File: src/rtl/sram_port_arbiter_pkg.sv
// Shared definitions for the SRAM port arbiter: state encodings and default timing.
package sram_port_arbiter_pkg;

   localparam int unsigned ADDR_W_DEF    = 19;
   localparam int unsigned RD_CYCLES_DEF = 2;
   localparam int unsigned WR_CYCLES_DEF = 2;
   localparam int unsigned VID_BURST_DEF = 4;
   localparam int unsigned DATA_W        = 8;
   localparam int unsigned CYC_W         = 8;

   typedef enum logic [2:0] {
      ST_IDLE     = 3'd0,
      ST_RD       = 3'd1,
      ST_WR_SETUP = 3'd2,
      ST_WR_PULSE = 3'd3,
      ST_WR_HOLD  = 3'd4,
      ST_ACK      = 3'd5
   } state_e;

endpackage

File: src/rtl/sram_arb_grant.sv
// Video-first priority select with a saturating burst counter that bounds CPU starvation.
// grant_vid/grant_cpu are combinational, one-hot, and only asserted while idle.
module sram_arb_grant
   import sram_port_arbiter_pkg::*;
#(
   parameter int unsigned VID_BURST = VID_BURST_DEF
) (
   input  logic clk_100,
   input  logic reset_n,
   input  logic idle,
   input  logic cpu_req,
   input  logic vid_req,
   output logic grant_vid,
   output logic grant_cpu
);

   localparam int unsigned CNT_W = $clog2(VID_BURST + 1);

   logic [CNT_W-1:0] cnt;
   logic [CNT_W-1:0] cnt_nxt;
   logic             cpu_starved;

   always_comb begin
      cpu_starved = cpu_req && (cnt == CNT_W'(VID_BURST));
      grant_vid   = idle && vid_req && !cpu_starved;
      grant_cpu   = idle && cpu_req && !grant_vid;
      cnt_nxt     = cnt;
      // Count video grants only while the CPU is actually waiting.
      if (!cpu_req || grant_cpu) begin
         cnt_nxt = '0;
      end else if (grant_vid && (cnt != CNT_W'(VID_BURST))) begin
         cnt_nxt = cnt + CNT_W'(1);
      end
   end

   always_ff @(posedge clk_100 or negedge reset_n) begin
      if (!reset_n) begin
         cnt <= '0;
      end else begin
         cnt <= cnt_nxt;
      end
   end

endmodule

File: src/rtl/sram_port_arbiter.sv
// Shares one asynchronous 512Kx8 SRAM between the CPU and video fetch ports,
// sequencing read and setup/pulse/hold write cycles with fully registered pins.
module sram_port_arbiter
   import sram_port_arbiter_pkg::*;
#(
   parameter int unsigned ADDR_W    = ADDR_W_DEF,
   parameter int unsigned RD_CYCLES = RD_CYCLES_DEF,
   parameter int unsigned WR_CYCLES = WR_CYCLES_DEF,
   parameter int unsigned VID_BURST = VID_BURST_DEF
) (
   input  logic              clk_100,
   input  logic              reset_n,
   input  logic              cpu_req,
   input  logic              cpu_we,
   input  logic [ADDR_W-1:0] cpu_addr,
   input  logic [DATA_W-1:0] cpu_wdata,
   output logic [DATA_W-1:0] cpu_rdata,
   output logic              cpu_ack,
   input  logic              vid_req,
   input  logic [ADDR_W-1:0] vid_addr,
   output logic [DATA_W-1:0] vid_rdata,
   output logic              vid_ack,
   output logic [ADDR_W-1:0] sram_addr,
   output logic [DATA_W-1:0] sram_dout,
   output logic              sram_doe,
   input  logic [DATA_W-1:0] sram_din,
   output logic              sram_we_n
);

   state_e            state;
   state_e            state_nxt;
   logic [CYC_W-1:0]  cyc;
   logic [CYC_W-1:0]  cyc_nxt;
   logic              sel_cpu;
   logic              sel_cpu_nxt;
   logic [ADDR_W-1:0] addr_nxt;
   logic [DATA_W-1:0] dout_nxt;
   logic              doe_nxt;
   logic              we_n_nxt;
   logic              cpu_ack_nxt;
   logic              vid_ack_nxt;
   logic [DATA_W-1:0] cpu_rdata_nxt;
   logic [DATA_W-1:0] vid_rdata_nxt;
   logic              grant_vid;
   logic              grant_cpu;

   sram_arb_grant #(
      .VID_BURST (VID_BURST)
   ) u_grant (
      .clk_100   (clk_100),
      .reset_n   (reset_n),
      .idle      (state == ST_IDLE),
      .cpu_req   (cpu_req),
      .vid_req   (vid_req),
      .grant_vid (grant_vid),
      .grant_cpu (grant_cpu)
   );

   // Next-state and next pin values; every pin is registered below.
   always_comb begin
      state_nxt     = state;
      cyc_nxt       = cyc;
      sel_cpu_nxt   = sel_cpu;
      addr_nxt      = sram_addr;
      dout_nxt      = sram_dout;
      doe_nxt       = 1'b0;
      we_n_nxt      = 1'b1;
      cpu_ack_nxt   = 1'b0;
      vid_ack_nxt   = 1'b0;
      cpu_rdata_nxt = cpu_rdata;
      vid_rdata_nxt = vid_rdata;

      unique case (state)
         ST_IDLE: begin
            if (grant_vid) begin
               sel_cpu_nxt = 1'b0;
               addr_nxt    = vid_addr;
               cyc_nxt     = '0;
               state_nxt   = ST_RD;
            end else if (grant_cpu) begin
               sel_cpu_nxt = 1'b1;
               addr_nxt    = cpu_addr;
               cyc_nxt     = '0;
               if (cpu_we) begin
                  dout_nxt  = cpu_wdata;
                  doe_nxt   = 1'b1;
                  state_nxt = ST_WR_SETUP;
               end else begin
                  state_nxt = ST_RD;
               end
            end
         end
         ST_RD: begin
            if (cyc == CYC_W'(RD_CYCLES - 1)) begin
               if (sel_cpu) begin
                  cpu_rdata_nxt = sram_din;
                  cpu_ack_nxt   = 1'b1;
               end else begin
                  vid_rdata_nxt = sram_din;
                  vid_ack_nxt   = 1'b1;
               end
               state_nxt = ST_ACK;
            end else begin
               cyc_nxt = cyc + CYC_W'(1);
            end
         end
         ST_WR_SETUP: begin
            doe_nxt   = 1'b1;
            we_n_nxt  = 1'b0;
            cyc_nxt   = '0;
            state_nxt = ST_WR_PULSE;
         end
         ST_WR_PULSE: begin
            doe_nxt = 1'b1;
            if (cyc == CYC_W'(WR_CYCLES - 1)) begin
               state_nxt = ST_WR_HOLD;
            end else begin
               we_n_nxt = 1'b0;
               cyc_nxt  = cyc + CYC_W'(1);
            end
         end
         ST_WR_HOLD: begin
            cpu_ack_nxt = sel_cpu;
            vid_ack_nxt = !sel_cpu;
            state_nxt   = ST_ACK;
         end
         ST_ACK: begin
            state_nxt = ST_IDLE;
         end
         default: begin
            state_nxt = ST_IDLE;
         end
      endcase
   end

   always_ff @(posedge clk_100 or negedge reset_n) begin
      if (!reset_n) begin
         state <= ST_IDLE;
      end else begin
         state <= state_nxt;
      end
   end

   // Pin and handshake registers; reset drops we_n/doe asynchronously mid-cycle.
   always_ff @(posedge clk_100 or negedge reset_n) begin
      if (!reset_n) begin
         cyc       <= '0;
         sel_cpu   <= 1'b0;
         sram_addr <= '0;
         sram_dout <= '0;
         sram_doe  <= 1'b0;
         sram_we_n <= 1'b1;
         cpu_ack   <= 1'b0;
         vid_ack   <= 1'b0;
         cpu_rdata <= '0;
         vid_rdata <= '0;
      end else begin
         cyc       <= cyc_nxt;
         sel_cpu   <= sel_cpu_nxt;
         sram_addr <= addr_nxt;
         sram_dout <= dout_nxt;
         sram_doe  <= doe_nxt;
         sram_we_n <= we_n_nxt;
         cpu_ack   <= cpu_ack_nxt;
         vid_ack   <= vid_ack_nxt;
         cpu_rdata <= cpu_rdata_nxt;
         vid_rdata <= vid_rdata_nxt;
      end
   end

endmodule

File: config.mk
export PLATFORM = sky130hd
export DESIGN_NAME = sram_port_arbiter
export DESIGN_NICKNAME = d
export VERILOG_FILES = /design/src/rtl/sram_port_arbiter_pkg.sv /design/src/rtl/sram_arb_grant.sv /design/src/rtl/sram_port_arbiter.sv
export SDC_FILE = /design/constraint.sdc
export NUM_CORES = 1
export LEC_CHECK = 0
export BUFFER_PORTS_ARGS = -buffer_cell sky130_fd_sc_hd__buf_4
export CELL_PAD_IN_SITES_DETAIL_PLACEMENT = 0
export CELL_PAD_IN_SITES_GLOBAL_PLACEMENT = 2
export CORE_AREA = 2 2 106 108
export DETAILED_ROUTE_END_ITERATION = 8
export DIE_AREA = 0 0 108 110
export PLACE_DENSITY_LB_ADDON = 0.1
export SYNTH_ARGS = -nofsm -noshare
export SYNTH_HDL_FRONTEND = slang
export SYNTH_SLANG_ARGS = --single-unit
File: constraint.sdc
create_clock -name clk_100 -period 1.7 [get_ports clk_100]
set_clock_uncertainty 0.1 [all_clocks]
set_input_delay 0.17 -clock clk_100 [delete_from_list [all_inputs] [get_ports clk_100]]
set_output_delay 0.17 -clock clk_100 [all_outputs]
set_load 0.05 [all_outputs]
## Yosys cells after proc, flatten, opt, wreduce, memory -nomap -nowiden

Cells that the tools add are included.

- Register bits after elaboration: 62
- Output and inout bits: 47

- Add/sub/neg operators: 2
- Eq/ne operators: 11
- Multiplexer cells: 28
- Bitwise logic cells: 2
- Reductions and logical operators: 23

Operator list:

| operator | count |
|---|---|
| $mux W19 | 2 |
| $mux W8 | 3 |
| $pmux W8 S3 | 1 |
| $mux W3 | 6 |
| $pmux W3 S5 | 1 |
| $reduce_and A3 Y1 | 4 |
| $mux W1 | 10 |
| $add A8 B1 Y8 const B | 1 |
| $eq A8 B1 Y1 const B | 1 |
| $pmux W1 S2 | 4 |
| $eq A3 B2 Y1 const B | 2 |
| $eq A3 B3 Y1 const B | 2 |
| $logic_and A1 B1 Y1 | 6 |
| $ne A2 B2 Y1 const B | 3 |
| $ne A3 B3 Y1 const B | 2 |
| $logic_not A1 Y1 | 4 |
| $reduce_and A4 Y1 | 1 |
| $reduce_bool A2 Y1 | 2 |
| $reduce_or A2 Y1 | 2 |
| $add A3 B1 Y3 const B | 1 |
| $eq A3 B1 Y1 const B | 1 |
| $logic_not A3 Y1 | 1 |
| $reduce_bool A3 Y1 | 1 |
| $mux W2 | 1 |
| other kinds (3) | 4 |

## Depth between registers and ports, before layout

- Word-level depth: 9
- Mapped depth: 6

## By module

Synthesis repeated with hierarchy kept, for this count alone.

- Cell total of the unflattened synthesis: 245
- Area total of the unflattened synthesis: 2,854.0 µm²

By module, submodules not included:

| module | times used | cells each | area each (µm²) |
|---|---|---|---|
| sram_port_arbiter | 1 | 222 | 2,636.3 |
| sram_arb_grant | 1 | 23 | 217.7 |

## Least setup slack after synthesis

Ideal clock, no wire load.

- Path type: register -> register
- Start point: reg cyc[1]
- End point: reg cpu_rdata[0]
- Library setup time: 125 ps
- Data arrival time: 1,535 ps
- Required time: 1,475 ps
- Path slack: -60 ps
- Cell stages (with the launch flop): 6
- Period minus slack after synthesis: 1,760 ps
- Cells stage by stage: dfrtp_1 -> inv_1 -> ha_1 -> nor3b_2 -> nand4_4 -> mux2_2

- Word-level cells in the longest chain between the ends: 2

Ends and longest elaborated chain:

| element | line | RTL |
|---|---|---|
| from (decl) | sram_port_arbiter.sv:32 | `logic [CYC_W-1:0] cyc;` |
| from (signal assigned) | sram_port_arbiter.sv:158 | `cyc <= cyc_nxt;` |
| $eq A8 B1 Y1 | sram_port_arbiter.sv:94 | `if (cyc == CYC_W'(RD_CYCLES - 1)) begin` |
| $reduce_and A3 Y1 (no line) | - |  |
| to (signal assigned) | sram_port_arbiter.sv:166 | `cpu_rdata <= cpu_rdata_nxt;` |
| to (decl) | sram_port_arbiter.sv:17 | `output logic [DATA_W-1:0] cpu_rdata,` |

No other way between the ends.
A chain may end at the register's enable or synchronous reset.

## Worst setup path in the final report

- Start point: reg state[2]
- End point: reg cyc[6]

- Word-level cells in the longest chain between the ends: 7
- Elaborated cells on any way between the ends: 16
- Classes of those cells: 5 x eq/ne; 2 x mux; 9 x reduce/logical

Ends and longest elaborated chain:

| element | line | RTL |
|---|---|---|
| from (decl) | sram_port_arbiter.sv:30 | `state_e state;` |
| from (signal assigned) | sram_port_arbiter.sv:140 | `state <= state_nxt;` |
| $logic_not A3 Y1 | sram_port_arbiter.sv:52, sram_port_arbiter.sv:73 |  |
| $logic_and A1 B1 Y1 (2 in series) | sram_arb_grant.sv:25 | `grant_vid = idle && vid_req && !cpu_starved;` |
| $logic_not A1 Y1 | sram_arb_grant.sv:26 | `grant_cpu = idle && cpu_req && !grant_vid;` |
| $logic_and A1 B1 Y1 | sram_arb_grant.sv:26 |  |
| $ne A3 B3 Y1 (no line) | - |  |
| $reduce_and A3 Y1 (no line) | - |  |

Parallel ways exist; a longest one is shown, timed or not.

==> results.cfg <==
[timing]
period_share_pct = 99.2
hold_viol = 0
rsz0062_at_grt = true
period_minus_slack_ps = 1690
clock.fmax_mhz = 593
finalSetupViolCount = 0
hold_ws_ps = 19.6
slew_viol_final = 0
slew-limit-headroom_pct = 74.3
worst_pin_slew_ps = 386

[grt]
track_usage_pct = 14.6
grt_pass1_vias = 2638
antenna_found_initial = 0
grt_first_pass_wirelength_mm = 13.4
grt_max_degree = 28
gr-total-overflow = 0

[final_layout]
final_layout_size_suffix_gt1_share_pct = 48.9
final_core_util_pct = 45.3
seq_area_um2 = 1560
layout_commonest_cell = buf_4
nNetsFinal = 473
fillers = 1007
diodes = 0
areaGrowthSynthToFinish_pct = 65.8
multi_input_area_um2 = 1310
design_area_um2 = 4850
final_cell_mix = buf_4 (130), dfrtp_1 (58), dlygate4sd3_1 (54), mux2_2 (23), o21bai_1 (19)

[yosys]
netlist_area_um2 = 2920
avgSynthCellArea_um2 = 13.0
synth-async-reset-ratio_pct = 100
yosys_most_used_dff = dfrtp_1
seq_area_frac_synth_pct = 53.1
synth_nets = 287
yosysWarnings = 0
yosys.cell_types.count = 45
netlist_instances = 224
ys_seq_elements = 62
synth_edf_count = 0

[power]
p_per_area_nw_per_um2 = 1890
cellLeakagePower_nw = 2.15
max-vdd-ir-drop_mv = 0.942
total_power_mw = 9.16

[floorplanning]
rows = 38
die_area_um2 = 11900
start_util_pct = 27.3
die_h_um = 110
core_um2 = 10700
die_w_um = 108
io-pin-count = 106

[worst_setup_path]
critical_path_arrival_ps = 1850
start_kind = flop
worst-path-buf-inv = 1
r2r_end = cyc[6]
r2r_start = state[2]
cp_cell_sequence = nand4b_2 > buf_4 > or4_1 > a21oi_1
crit_family = simple AND/OR/NAND/NOR gates
worst-setup-path-type = reg2reg
critPathMaxStageDelay_ps = 460
cpMaxStageDelayCell = dfrtp_2
cp_max_fo = 6
worstPathRequired_ps = 1860
rrSetupSlack_ps = 10
worst-r2r-cell-count = 4
cp-startpoint = state[2]
cp-end-kind = flop

[min_path]
hold_path.class = in2reg
hold_path_startpoint = cpu_addr[15]
hold_depth = 2
hold_end = sram_addr[15]

[clocking]
cts_tree = built
clkTransAtPathRegs_ps = 80
clock-sinks = 62
htree_levels = 3
numCtsBuffers = 9
root_buffer = clkbuf_8
clkLatencyLatePin_ps = 340
clock_path_buffers = 2

[detailed_routing]
wl_per_cell_um = 14.9
dr.pass1.iters = 4
wl_mm = 8.26
drtIter0Drc = 104
vias_per_cell = 4.61
detail-route-antenna-nets = 0
num_vias = 2560
drc_errors = 0

[place]
port_buffers = 105
dp_hpwl_mm = 5.62
place_congestion = 0.686
place_area_um2 = 4040

[job]
maxCapViolations = 0

[run_status]
outcome = completed
## where the power goes
group / switching (mW) / total (mW) / leakage (nW) / internal, mW
clock network: 0.666 / 1.51 / 0.115 / 0.849
logic: 3.00 / 5.08 / 1.29 / 2.09
registers: 0.442 / 2.56 / 0.739 / 2.12
## Yosys cell counts, drive strengths merged (3+ instances only)
cell	count	area, µm²
nor3b	3	27.5
inv	6	22.5
mux2	24	270
ha	4	50.1
a21oi	6	30.0
o31ai	6	45.0
o21ai	5	25.0
nand2b	4	25.0
clkbuf	5	28.8
o221a	19	214
or4	4	31.3
buf	6	48.8
dfrtp	61	1530
nand3	4	45.0
nor3	5	36.3
o21bai	19	143
nand4	6	82.6
nor2	5	18.8
nand2	7	26.3
## layout make-up
cell class | count | area share [%]
flip-flops and latches | 62 | 32.1
multi-input cells | 145 | 27.0
clock inverters | 7 | 2.14
inverters | 6 | 0.465
well taps | 140 | 3.61
clock buffers | 9 | 2.56
repair buffers | 186 | 32.1
## registers in the layout, summed over array words and instances (netlist names)
name,flops
sram_addr,19
cpu_rdata,8
cyc,8
sram_dout,8
vid_rdata,8
state,3
u_grant.cnt,3
cpu_ack,1
sel_cpu,1
sram_doe,1
sram_we_n,1
vid_ack,1
## cell families after synthesis
logic type	Yosys count	synth area share, %
compound gates	67	18.7
flops	62	53.1
simple gates	49	13.4
mux	24	9.25
buf+inv	17	3.42
fa+ha+maj	5	2.05
## through the flow
stage | TNS, ps | worst slack (ps) | std cells
floorplan | 0 | 0.509 | 224
global placement | 0 | 0.992 | 484
detailed placement | -28.9 | -21.0 | 484
CTS | 0 | 4.96 | 554
global route | -1230 | -97.9 | 555
finish | 0 | 14.1 | 555
## worst max-delay path by stage
stage | cells after the start | to
3_3_place_gp | 4 | cyc[6]
2_1_floorplan | 5 | sram_addr[10]
4_1_cts | 4 | cyc[6]
6_report | 4 | cyc[6]
5_1_grt | 5 | cpu_rdata[3]
3_5_place_dp | 4 | cyc[5]
## layer usage
layer	vias to the layer above	GRT usage, %	routed length [µm]
met2	88	24.0	4050
met4	0	5.49	104
li1	1232	-	-
met5	-	0	0
met1	1230	18.4	3550
met3	10	4.06	555
## timing repair
action / CTS / global route
pin swaps: 0 / 1
resized for setup: 3 / 9
setup buffers: 0 / 1
hold buffers: 54 / 0
endpoints found under the setup margin: 2 / 48
hold endpoints to repair: 75 / 0
No activity file was read; power rests on OpenSTA's default activity.
